[config.mk]
export PLATFORM = sky130hd
export DESIGN_NAME = link_credit_tx
export DESIGN_NICKNAME = d
export VERILOG_FILES = /design/src/rtl/link_credit_tx_pkg.sv /design/src/rtl/link_credit_tx_credit_counter.sv /design/src/rtl/link_credit_tx.sv
export SDC_FILE = /design/constraint.sdc
export NUM_CORES = 1
export LEC_CHECK = 0
export CAP_MARGIN = 5
export CORE_MARGIN = 5
export CORE_UTILIZATION = 40
export DETAILED_ROUTE_END_ITERATION = 12
export PLACE_DENSITY_LB_ADDON = 0.08
export SETUP_SLACK_MARGIN = 0.1
export SKIP_CTS_REPAIR_TIMING = 1
export SKIP_LAST_GASP = 1
export SYNTH_ARGS = -nofsm -noshare
export SYNTH_HDL_FRONTEND = slang
export SYNTH_SLANG_ARGS = --single-unit
[constraint.sdc]
create_clock -name clk -period 4.55 [get_ports clk]
set_clock_uncertainty 0.1 [all_clocks]
set_input_delay 0.455 -clock clk [delete_from_list [all_inputs] [get_ports clk]]
set_output_delay 0.455 -clock clk [all_outputs]
set_load 0.01 [all_outputs]
[src/rtl/link_credit_tx_pkg.sv]
// Shared NoC link definitions: flit geometry, default credit depth and
// link transmitter state encodings.
package link_credit_tx_pkg;

   localparam int HDR_SZ  = 4;
   localparam int PL_SZ   = 8;
   localparam int ADDR_SZ = 4;
   localparam int FLIT_SZ = HDR_SZ + PL_SZ + ADDR_SZ;

   localparam int FIFO_LOG2    = 2;
   localparam int CRED_MAX_DEF = 1 << FIFO_LOG2;

   typedef enum logic [1:0] {
      LTX_RUN    = 2'd0,
      LTX_DRAIN  = 2'd1,
      LTX_HALTED = 2'd2
   } ltx_state_e;

endpackage

[src/rtl/link_credit_tx_credit_counter.sv]
// Saturating up/down credit counter; sat pulses when an increment
// arrives while the count already sits at MAX.
module credit_counter #(
   parameter int MAX = 4,
   parameter int W   = 3
) (
   input  logic         clk,
   input  logic         rst_n,
   input  logic         inc,
   input  logic         dec,
   output logic         sat,
   output logic [W-1:0] count
);

   localparam logic [W-1:0] MAX_V = W'(MAX);

   logic [W-1:0] count_q, count_d;

   always_comb begin
      count_d = count_q;
      sat     = 1'b0;
      if (inc && !dec) begin
         if (count_q == MAX_V) begin
            sat = 1'b1;
         end else begin
            count_d = count_q + 1'b1;
         end
      end else if (dec && !inc && count_q != '0) begin
         count_d = count_q - 1'b1;
      end
   end

   always_ff @(posedge clk or negedge rst_n) begin
      if (!rst_n) begin
         count_q <= MAX_V;
      end else begin
         count_q <= count_d;
      end
   end

   assign count = count_q;

endmodule

[src/rtl/link_credit_tx.sv]
// Credit-based link transmitter with halt/drain handshake.
// Optional LINK_CREDIT_TX_STATS_EN adds flit_cnt/stall_cnt outputs.
module link_credit_tx
   import link_credit_tx_pkg::*;
#(
   parameter int routerid = -1,
   parameter int CRED_MAX = CRED_MAX_DEF,
   parameter int CRED_W   = 3
) (
   input  logic               clk,
   input  logic               reset,
   input  logic               fifo_empty,
   input  logic [FLIT_SZ-1:0] fifo_item,
   output logic               fifo_read,
   output logic               link_valid,
   output logic [FLIT_SZ-1:0] link_flit,
   input  logic               credit_in,
   input  logic               halt_req,
   output logic               halt_ack,
   output logic               credit_err,
   output logic [CRED_W-1:0]  credits
`ifdef LINK_CREDIT_TX_STATS_EN
   ,
   output logic [31:0]        flit_cnt,
   output logic [31:0]        stall_cnt
`endif
);

   if (CRED_W < $clog2(CRED_MAX + 1) || routerid < -1) begin : g_cfg_err
      $error("link_credit_tx: bad parameters");
   end

   ltx_state_e         state_q, state_d;
   logic               link_valid_q, link_valid_d;
   logic [FLIT_SZ-1:0] link_flit_q, link_flit_d;
   logic               halt_ack_q, halt_ack_d;
   logic               credit_err_q, credit_err_d;
   logic [CRED_W-1:0]  cred;
   logic               sat;
   logic               send;
   logic               cred_full;

   credit_counter #(
      .MAX (CRED_MAX),
      .W   (CRED_W)
   ) u_cred (
      .clk   (clk),
      .rst_n (reset),
      .inc   (credit_in),
      .dec   (send),
      .sat   (sat),
      .count (cred)
   );

   assign cred_full = (cred == CRED_W'(CRED_MAX));

   // Halt is honoured in the very cycle it is sampled, before the FSM moves.
   assign send = reset && (state_q == LTX_RUN) && !halt_req
              && !fifo_empty && (cred != '0);

   always_comb begin
      state_d = state_q;
      unique case (state_q)
         LTX_RUN: begin
            if (halt_req) state_d = LTX_DRAIN;
         end
         LTX_DRAIN: begin
            if (!halt_req) begin
               state_d = LTX_RUN;
            end else if (cred_full && !link_valid_q) begin
               state_d = LTX_HALTED;
            end
         end
         LTX_HALTED: begin
            if (!halt_req) state_d = LTX_RUN;
         end
         default: state_d = LTX_RUN;
      endcase
   end

   always_comb begin
      link_valid_d = send;
      link_flit_d  = send ? fifo_item : link_flit_q;
      halt_ack_d   = (state_d == LTX_HALTED);
      credit_err_d = credit_err_q | sat;
   end

   always_ff @(posedge clk or negedge reset) begin
      if (!reset) begin
         state_q      <= LTX_RUN;
         link_valid_q <= 1'b0;
         link_flit_q  <= '0;
         halt_ack_q   <= 1'b0;
         credit_err_q <= 1'b0;
      end else begin
         state_q      <= state_d;
         link_valid_q <= link_valid_d;
         link_flit_q  <= link_flit_d;
         halt_ack_q   <= halt_ack_d;
         credit_err_q <= credit_err_d;
      end
   end

   assign fifo_read  = send;
   assign link_valid = link_valid_q;
   assign link_flit  = link_flit_q;
   assign halt_ack   = halt_ack_q;
   assign credit_err = credit_err_q;
   assign credits    = cred;

`ifdef LINK_CREDIT_TX_STATS_EN
   logic [31:0] flit_cnt_q, flit_cnt_d;
   logic [31:0] stall_cnt_q, stall_cnt_d;

   always_comb begin
      flit_cnt_d  = flit_cnt_q + {31'd0, link_valid_q};
      stall_cnt_d = stall_cnt_q;
      if (state_q == LTX_RUN && !fifo_empty && cred == '0) begin
         stall_cnt_d = stall_cnt_q + 32'd1;
      end
   end

   always_ff @(posedge clk or negedge reset) begin
      if (!reset) begin
         flit_cnt_q  <= '0;
         stall_cnt_q <= '0;
      end else begin
         flit_cnt_q  <= flit_cnt_d;
         stall_cnt_q <= stall_cnt_d;
      end
   end

   assign flit_cnt  = flit_cnt_q;
   assign stall_cnt = stall_cnt_q;
`endif

endmodule

==> flow_metrics.tcl <==
set metrics [dict create \
    synth-seq-cells 24 \
    setup_tns_ns 0 \
    post-route-drc-count 0 \
    rsz0062_at_grt "no" \
    synth_top_family_by_area "multiplexers" \
    core-area_sq_um 2710 \
    pin_count 44 \
    ys_types 30 \
    cp-end-kind "output port" \
    drtIter0Drc 11 \
    finalCriticalPeriod_ns 3.11 \
    fin_crit_sh 0.683 \
    worst_ep_required_time_ns 3.99 \
    post_drt_wl_per_cell_microns 15.6 \
    syn_area_sq_um 1110 \
    ys.flop_type "dfrtp_1" \
    place_ws_ns 1.40 \
    nets 144 \
    wirelength_microns 2370 \
    clock_latency_ns 0.31 \
    synthAdderAreaFrac 0.0180 \
    critPathLaunchType "input port" \
    grt_pass1_vias 889 \
    cts-root-buf "clkbuf_4" \
    diodes 0 \
    switchingPower_uw 310 \
    status "finished, final reports clean" \
    first_pass_iters 4 \
    synth_xor_xnor_area_share 0.0157 \
    min_path_type "input port to asynchronous set/reset pin" \
    row_count 19 \
    cts_tree "done" \
    ant_nets 0 \
    final_util 0.598 \
    final_hold_viol_count 0 \
    synth_edf_count 0 \
    area_growth_pct 45.3 \
    synth_simple_gate_area_frac 0.122 \
    die_x_microns 62.8 \
    crit_path_max_fanout 25 \
    worst-r2r-setup-slack_ns 2.42 \
    yosysTopAreaCell "dfrtp_1" \
    cts.sinks 24 \
    global_route.overflow_total 0 \
    viasPerCell 5.14 \
    power.leakage_nw 0.673 \
    postSynthAreaPerCell_sq_um 14.9 \
    p_clk_frac 0.153 \
    relSlewSlack 0.744 \
    grt_pass1_wl_microns 4130 \
    place_hpwl_microns 1810 \
    combPwrFrac 0.457 \
    synthMuxAreaShare 0.201 \
    yosysSeqAreaShare 0.540 \
    max_freq_ghz 0.322 \
    cts_buffers 3 \
    htreeDepth 1 \
    antenna_found_initial 0 \
    arrival_ns 2.55 \
    vias 781 \
    netlist_instances 75 \
    fp.dieArea_sq_um 3940 \
    ir_drop_mv 0.439 \
    drive_above_1_share 0.231 \
    grt_max_degree 26 \
    maxCapViolations 0 \
    power_density_nw_per_um2 616 \
    io_buffers 43 \
    gp_congestion 0.633 \
    swShare 0.311 \
    synth_top_area_share 0.516 \
    setup_slack_ns 1.44 \
    pwr-share-seq 0.390 \
    finalSetupViolCount 0 \
    initial_utilization 0.411 \
    die_h_microns 62.8 \
    yosysWarningCount 0 \
    path_class "input port to output port" \
    clkSlewWorstSetupHoldPaths_ns 0.13 \
    worstMarginPinSlew_ns 0.384 \
    drv_slew 0 \
    cts_buffer_depth 2 \
    internal-power_uw 687 \
    synth_nets 97 \
    synth-async-reset-ratio 1.00 \
    synth-compound-area-share 0.0819 \
    grt_usage 0.133 \
    netlist_top_cells_area "dfrtp_1 52%, mux2_4 12%, mux2_2 7.1%" \
]
## cells in the mapped netlist (2+ instances only)
cell type / n
a21oi_1: 3
and2_1: 2
dfrtp_1: 23
mux2_2: 7
mux2_4: 9
nand2_1: 2
nor3_1: 3
nor3_4: 2
o21ai_0: 2
o21bai_1: 2
## state kept, by name (all words and copies together) (netlist names)
| signal | flops |
|---|---|
| u_cred.count | 3 |
| credit_err | 1 |
| state_q | 2 |
| link_flit | 16 |
| halt_ack | 1 |
| link_valid | 1 |
## path summary, 6_finish.rpt
check	depth (start not counted)	start	endpoint
worst max-delay path	6	reset	fifo_read
worst min-delay path	2	reset	link_flit[0]
worst max register to register	7	state_q[1]	u_cred.count[1]
worst min register to register	1	credit_err	credit_err
max in group asynchronous	2	reset	u_cred.count[2]
min in group clk	1	credit_err	credit_err
## per-layer routing
metal | up-vias | GRT usage | routed length, microns
met5 | - | 0 | 0
met4 | 0 | 0.0637 | 19
met3 | 2 | 0.0396 | 137
met2 | 28 | 0.209 | 1150
met1 | 383 | 0.166 | 1060
li1 | 368 | - | -
## layout make-up
class	instances	area, sq um
clock inverter	1	30.0
sequential	24	602
multi-input combinational	49	489
fill	224	1090
timing repair buffer	44	438
tap	31	38.8
clock buffer	3	22.5
## placed cells by master, fill, tap and decap left out, drive strengths merged, types with 3 or more instances in the layout
cell           synthesis  final
clkdlybuf4s50          0     43
dfrtp                 23     23
mux2                  16     16
nor3                   5      5
a21oi                  3      3
clkbuf                 1      3
and2                   3      3
nand2                  3      3
## critical path, cell delays in order
cell	delay, ns
clkdlybuf4s50_1	0.46
buf_4	0.30
and2b_1	0.26
nand2_4	0.11
nor2_8	0.35
clkdlybuf4s50_1	0.62
## cells by family after synthesis
logic type,Yosys count
and+or+nand+nor,16
xor gates and xnor gates,2
adders and majority gates,1
AOI/OAI and AO/OA,13
DFF,24
muxes,17
buffers and inverters,2
## metrics by stage
step	total power [mW]	hold slack [ns]	instances	instance area, sq um
after global routing	1.06	0.397	152	1620
after global placement	0.840	0.379	148	1570
after floorplan	0.615	0.0594	75	1110
after detailed placement	0.856	0.381	148	1570
after CTS	1.01	0.382	152	1620
final	0.998	0.384	152	1620
## power by group through the flow
stage	logic [mW]	clock network, mW	registers, mW
3_3_place_gp	0.449	0	0.391
5_1_grt	0.492	0.167	0.405
6_report	0.456	0.153	0.389
3_5_place_dp	0.463	0	0.393
2_1_floorplan	0.190	0	0.425
4_1_cts	0.463	0.159	0.391
No activity file was read; power rests on OpenSTA's default activity.
